[config.mk]
export PLATFORM = sky130hd
export DESIGN_NAME = mul_seq
export DESIGN_NICKNAME = d
export VERILOG_FILES = /design/src/rtl/alu_pkg.sv /design/src/rtl/mul_seq.sv
export SDC_FILE = /design/constraint.sdc
export NUM_CORES = 1
export LEC_CHECK = 0
export ABC_AREA = 1
export CELL_PAD_IN_SITES_DETAIL_PLACEMENT = 1
export CELL_PAD_IN_SITES_GLOBAL_PLACEMENT = 2
export CORE_MARGIN = 2
export CORE_UTILIZATION = 20
export DETAILED_ROUTE_END_ITERATION = 16
export GPL_TIMING_DRIVEN = 0
export PLACE_DENSITY = 0.8
export RECOVER_POWER = 50
export SYNTH_ARGS = -nofsm -noshare
export SYNTH_HDL_FRONTEND = slang
export SYNTH_SLANG_ARGS = --single-unit
export TNS_END_PERCENT = 1
[constraint.sdc]
create_clock -name clk -period 1.64 [get_ports clk]
set_clock_uncertainty 0.1 [all_clocks]
set_input_delay 0.328 -clock clk [delete_from_list [all_inputs] [get_ports clk]]
set_output_delay 0.328 -clock clk [all_outputs]
set_load 0.05 [all_outputs]
[src/rtl/alu_pkg.sv]
// ============================================================================
// Module      : alu_pkg
// Description : Shared ALU operation encodings and multiply-sequencer state
//               type used by the execute-stage blocks.
// Revision    : 1.0 - initial release
// ============================================================================
`default_nettype none

package alu_pkg;

  // ALU operation select, as decoded by the shared combinational ALU
  localparam logic [1:0] ALU_ADD = 2'b00;
  localparam logic [1:0] ALU_SUB = 2'b01;
  localparam logic [1:0] ALU_AND = 2'b10;
  localparam logic [1:0] ALU_OR  = 2'b11;

  // Multiply sequencer state encodings
  localparam logic [2:0] C_ST_IDLE   = 3'd0;
  localparam logic [2:0] C_ST_RUN    = 3'd1;
  localparam logic [2:0] C_ST_CORR_A = 3'd2;
  localparam logic [2:0] C_ST_CORR_B = 3'd3;
  localparam logic [2:0] C_ST_DONE   = 3'd4;

  typedef enum logic [2:0] {
    MUL_IDLE   = C_ST_IDLE,
    MUL_RUN    = C_ST_RUN,
    MUL_CORR_A = C_ST_CORR_A,
    MUL_CORR_B = C_ST_CORR_B,
    MUL_DONE   = C_ST_DONE
  } mul_state_t;

endpackage

`default_nettype wire

[src/rtl/mul_seq.sv]
// ============================================================================
// Module      : mul_seq
// Description : Multi-cycle WIDTH x WIDTH -> 2*WIDTH shift-and-add multiply
//               sequencer. Borrows the CPU's shared combinational ALU while
//               busy; the parent muxes the ALU inputs to this block whenever
//               busy is high.
// Options     : MUL_SIGNED_EN - adds the is_signed port and the two-step
//               signed correction (CORR_A / CORR_B states).
// Ports       :
//   clk          in   rising-edge clock
//   reset        in   synchronous active-high reset
//   start        in   launch request, honoured only in IDLE or DONE
//   op_a         in   multiplicand, captured on accepted start
//   op_b         in   multiplier, captured on accepted start
//   is_signed    in   signed multiply select (MUL_SIGNED_EN only)
//   busy         out  high while the block owns the ALU
//   done         out  one-cycle pulse, product valid
//   product_hi   out  upper product word
//   product_lo   out  lower product word
//   prod_zero    out  full product equals zero
//   alu_src_a    out  ALU operand A
//   alu_src_b    out  ALU operand B
//   alu_ctrl     out  ALU operation select
//   alu_result   in   ALU result
//   alu_carry    in   ALU carry-out
// Revision    : 1.0 - initial release
// ============================================================================
`default_nettype none

module mul_seq
  import alu_pkg::*;
#(
  parameter int WIDTH = 32
) (
  input  logic             clk,
  input  logic             reset,
  input  logic             start,
  input  logic [WIDTH-1:0] op_a,
  input  logic [WIDTH-1:0] op_b,
`ifdef MUL_SIGNED_EN
  input  logic             is_signed,
`endif
  output logic             busy,
  output logic             done,
  output logic [WIDTH-1:0] product_hi,
  output logic [WIDTH-1:0] product_lo,
  output logic             prod_zero,
  output logic [WIDTH-1:0] alu_src_a,
  output logic [WIDTH-1:0] alu_src_b,
  output logic [1:0]       alu_ctrl,
  input  logic [WIDTH-1:0] alu_result,
  input  logic             alu_carry
);

  localparam logic [5:0] C_LAST_STEP = 6'(WIDTH - 1);

  mul_state_t       r_state;
  logic [WIDTH-1:0] r_mcand;
  logic [WIDTH-1:0] r_acc_hi;
  logic [WIDTH-1:0] r_acc_lo;
  logic [5:0]       r_cnt;
`ifdef MUL_SIGNED_EN
  logic [WIDTH-1:0] r_opb;     // multiplier copy; acc_lo is shifted away
  logic             r_signed;
`endif

  logic w_accept;

  assign w_accept = start && ((r_state == MUL_IDLE) || (r_state == MUL_DONE));

  // --------------------------------------------------------------------------
  // Sequencer
  // --------------------------------------------------------------------------
  always_ff @(posedge clk) begin
    if (reset) begin
      r_state  <= MUL_IDLE;
      r_mcand  <= '0;
      r_acc_hi <= '0;
      r_acc_lo <= '0;
      r_cnt    <= '0;
`ifdef MUL_SIGNED_EN
      r_opb    <= '0;
      r_signed <= 1'b0;
`endif
    end else begin
      case (r_state)
        MUL_IDLE, MUL_DONE: begin
          if (w_accept) begin
            r_mcand  <= op_a;
            r_acc_hi <= '0;
            r_acc_lo <= op_b;
            r_cnt    <= '0;
`ifdef MUL_SIGNED_EN
            r_opb    <= op_b;
            r_signed <= is_signed;
`endif
            r_state  <= MUL_RUN;
          end else begin
            r_state  <= MUL_IDLE;
          end
        end

        MUL_RUN: begin
          // The ALU carry becomes the new top bit; the consumed multiplier
          // bit falls off the bottom of acc_lo.
          {r_acc_hi, r_acc_lo} <= {alu_carry, alu_result, r_acc_lo[WIDTH-1:1]};
          r_cnt <= r_cnt + 6'd1;
          if (r_cnt == C_LAST_STEP) begin
`ifdef MUL_SIGNED_EN
            r_state <= r_signed ? MUL_CORR_A : MUL_DONE;
`else
            r_state <= MUL_DONE;
`endif
          end
        end

`ifdef MUL_SIGNED_EN
        // Negative multiplicand: remove 2^W * b from the unsigned product
        MUL_CORR_A: begin
          if (r_mcand[WIDTH-1]) begin
            r_acc_hi <= alu_result;
          end
          r_state <= MUL_CORR_B;
        end

        // Negative multiplier: remove 2^W * a from the unsigned product
        MUL_CORR_B: begin
          if (r_opb[WIDTH-1]) begin
            r_acc_hi <= alu_result;
          end
          r_state <= MUL_DONE;
        end
`endif

        default: r_state <= MUL_IDLE;
      endcase
    end
  end

  // --------------------------------------------------------------------------
  // ALU operand drive
  // --------------------------------------------------------------------------
  always_comb begin
    alu_src_a = '0;
    alu_src_b = '0;
    alu_ctrl  = ALU_ADD;
    case (r_state)
      MUL_RUN: begin
        alu_src_a = r_acc_hi;
        alu_src_b = r_acc_lo[0] ? r_mcand : '0;
        alu_ctrl  = ALU_ADD;
      end
`ifdef MUL_SIGNED_EN
      MUL_CORR_A: begin
        if (r_mcand[WIDTH-1]) begin
          alu_src_a = r_acc_hi;
          alu_src_b = r_opb;
          alu_ctrl  = ALU_SUB;
        end
      end
      MUL_CORR_B: begin
        if (r_opb[WIDTH-1]) begin
          alu_src_a = r_acc_hi;
          alu_src_b = r_mcand;
          alu_ctrl  = ALU_SUB;
        end
      end
`endif
      default: begin
        alu_src_a = '0;
        alu_src_b = '0;
        alu_ctrl  = ALU_ADD;
      end
    endcase
  end

  // --------------------------------------------------------------------------
  // Outputs
  // --------------------------------------------------------------------------
  assign busy       = (r_state == MUL_RUN) || (r_state == MUL_CORR_A) ||
                      (r_state == MUL_CORR_B);
  assign done       = (r_state == MUL_DONE);
  assign product_hi = r_acc_hi;
  assign product_lo = r_acc_lo;
  assign prod_zero  = ~|{r_acc_hi, r_acc_lo};

endmodule

`default_nettype wire

==> impl_results.md <==
- Status: finished, violations left
- Hold Slack: 0.381 ns
- Fin util: 37.8%
- Leakage: ~3.3 nW
- I/O pin cnt: 233
- Buf+Inv Stages, Crit Path: 5
- Post-CTS Hold Fix Bufs: 0
- Sequential share of power: 38.5%
- Synthesized flop and latch total: 104
- Clk pwr share: 33.5%
- Detail Placement HPWL: 14.8 mm
- IO Port Bufs: around 230
- Primary FF master, synth: dfxtp_1
- Violated checks: setup timing
- RSZ-0062 raised after global routing: yes
- Initial antenna violation count: 0
- WL/cell: approximately 15 um
- WS Path Type: flop to primary output
- Syn Area/Cell: 6.67 um2
- Fin. max-slew vios: 0
- Row count: 56
- Post-synthesis compound-gate area fraction: 14.5%
- Post-Synth Simple-Gate Area: 30.5%
- DIE WIDTH: 159 um
- FF/Latch Area: 2110 um2
- Core Region: 23,600 um2
- H-tree depth: 3
- Starting DRT DRC Count: 170
- Largest fanout on the critical path: 6
- Via count: 5,449
- Clock slew at reported path FFs: 0.08 ns
- Adder-cell area share of the yosys netlist: 0.259%
- Required time of the critical path: around 1.2 ns
- Tcrit/Tclk final: 119%
- Most common library cells after synthesis: nor2_1 (185), nand2_1 (170), dfxtp_1 (104)
- Fmax: between 500 and 600 MHz
- Area of the multi-input gates: ~2700 um2
- Die area: 25,400 um2
- Critical Path Max Stage Delay: 0.31 ns
- Synth Cell Area: 4830 um2
- Vias/cell: roughly 4.2
- Mux cell area share after synthesis: 0%
- Pin count of the biggest net entering global routing: 17
- Crit-path slowest cell: dfxtp_1
- Net switching power: 0.00240 W
- Area contributors post-synth: dfxtp_1 (43%), nor2_1 (14%), nand2_1 (13%), a21oi_1 (5.3%), inv_1 (4.6%)
- TNS Setup: -18.79 ns
- Setup Viol. Count Final: 66
- Max_cap viols: 0
- Post-synth cell types: 25
- CP top delay family: buffers and inverters
- Syn Inst Count: around 720
- Sink Count: 104
- GR Util met3: 3.72%
- Combinational share of power: 28.0%
- CTS tree: built
- Worst Setup End Kind: primary output
- Final hold vios: 0
- Post-Synth XOR/XNOR Area: 0%
- Async S/R FF share, synth: 0%
- Worst setup SP type: flop
- Routability Congestion: ~0.75
- HP Class: flop to flop
- Number of remaining DRC errors: 0
- Layout cells sized above 1: 35.9%
- Most frequent cell after synthesis: nor2_1
- Cells along the critical path: inv_2 -> nand2_4 -> buf_12 -> buf_16 -> clkbuf_16 -> nor2_4 -> buf_8
- Net Sw Frac: 32.6%
- Vias in the first global route: 5,566
- Layout area overhead: 85.0%
- Finished Layout Cells: around 1.3k
- Filler instances: 2,865
- Number of synthesized flops with an enable pin: 0
- Placed insts: 1,273
- Maximum vdd ir drop: 444 uV
- Grt ovf: 0
- Min setup slack post-route: -0.317 ns
- GRT Max-Usage Layer: met2
- Longest Clk Path Bufs: 2
- Number of CTS-inserted buffers: 9
- CTS root buf: clkbuf_16
- Final min period: 1.96 ns
- Seq/Total Area, Yosys: a little over two fifths
- Main combinational cell family by area after synthesis: simple AND/OR/NAND/NOR gates
- M2 GR Usage: 26.0%
- Post-DRT Antenna Nets: 0
- Final #Nets: roughly 1.1k
- Worst Max-Slew Pin Slew: 0.765 ns
- First-pass DRT Iterations: 4
- Initial Utilization: roughly a fifth
- Critical path arrival: 1.53 ns
- PwrDens: 824 nW/um2
- Overall Global Routing Usage: 15.2%
- Routing usage on met1: 19.3%
- Cell-internal power: 0.00496 W
- ANT cells: 0
- Post-Route WL: ~20 mm
- First-pass GRT wire length: 31.0 mm
- Leading area contributor after synthesis: dfxtp_1
- Die H: roughly 160 um
- Later-pin clock latency in the skew report: 0.35 ns
- Relative slew margins: 49.0%
- Share of Yosys cell area claimed by the top area cell type: between 40% and 50%
- Yosys warns: 0
## placed cells by master, fill, tap and decap left out, types with 11 or more instances in the layout
master,n
o21ai_1,19
buf_2,14
dfxtp_2,23
inv_1,38
buf_8,14
inv_2,22
a21oi_2,11
clkbuf_16,12
clkdlybuf4s15_2,61
nor2_2,19
dfxtp_1,80
nand2_2,18
nand2_1,164
nor2_4,53
o21ai_0,39
nor2_1,113
a21oi_1,51
clkdlybuf4s50_1,98
buf_6,60
buf_4,19
## cells by family after synthesis
family | count (synthesis)
DFF | 104
adders and majority gates | 1
AOI/OAI and AO/OA | 129
other | 1
buffers and inverters | 111
and+or+nand+nor | 378
## per-layer routing
layer / wire length, um / up-vias
li1: - / 2752
met1: 9160 / 2555
met2: 9670 / 130
met3: 944 / 12
met4: 236 / 0
met5: 0 / -
## sequential cells by signal (all words and copies together) (netlist names)
| name | count |
|---|---|
| product_hi | 32 |
| product_lo | 32 |
| r_state | 2 |
| r_cnt | 6 |
| r_mcand | 32 |
## worst register-to-register path, delay by kind of cell, from the launching register on
kind	cells	cell delay, ns
AND/OR/NAND/NOR	2	0.12
AO/OA/AOI/OAI	1	0.16
flip-flops	1	0.31
buffers and inverters	6	0.86
## through the flow
step	setup slack [ns]	power, W	area (um2)
after floorplan	-0.145	0.00401	5150
after global placement	-1.10	0.00474	7850
after detailed placement	-1.11	0.00476	7850
after CTS	-0.395	0.00731	8360
after global routing	-0.411	0.00773	8930
final	-0.317	0.00736	8930
## what timing repair did
item,CTS,global route
setup endpoints to repair,131,70
gates cloned,0,3
pin swaps,3,26
buffers inserted,0,17
gates resized for setup,671,140
## cell type report
class,count,share of cell area [%]
Clock inverter,4,0.855
Sequential cell,104,23.7
Multi-Input combinational cell,510,29.8
Clock buffer,12,2.87
Inverter,62,2.69
Tap cell,319,4.47
Timing Repair Buffer,249,30.5
Buffer,48,5.17
## final timing paths
kind                         startpoint  slack [ns]  depth (start not counted)                           to
max             r_state[2]$_SDFFE_PP0P_       -0.32                          7                alu_src_b[23]
min reg2reg  product_hi[2]$_SDFFE_PP0P_        0.38                          2   product_hi[2]$_SDFFE_PP0P_
min          product_hi[2]$_SDFFE_PP0P_        0.38                          2   product_hi[2]$_SDFFE_PP0P_
max reg2reg     r_state[2]$_SDFFE_PP0P_        0.03                          9  product_hi[11]$_SDFFE_PP0P_
## power groups by stage
stage	sequential [W]	combinational, W	clock [W]
after global routing	0.00286	0.00224	0.00263
after detailed placement	0.00288	0.00188	0
after global placement	0.00288	0.00186	0
after CTS	0.00282	0.00192	0.00257
after floorplan	0.00319	0.000822	0
final	0.00283	0.00206	0.00247
Note: power is estimated with default switching activity, not from simulation.
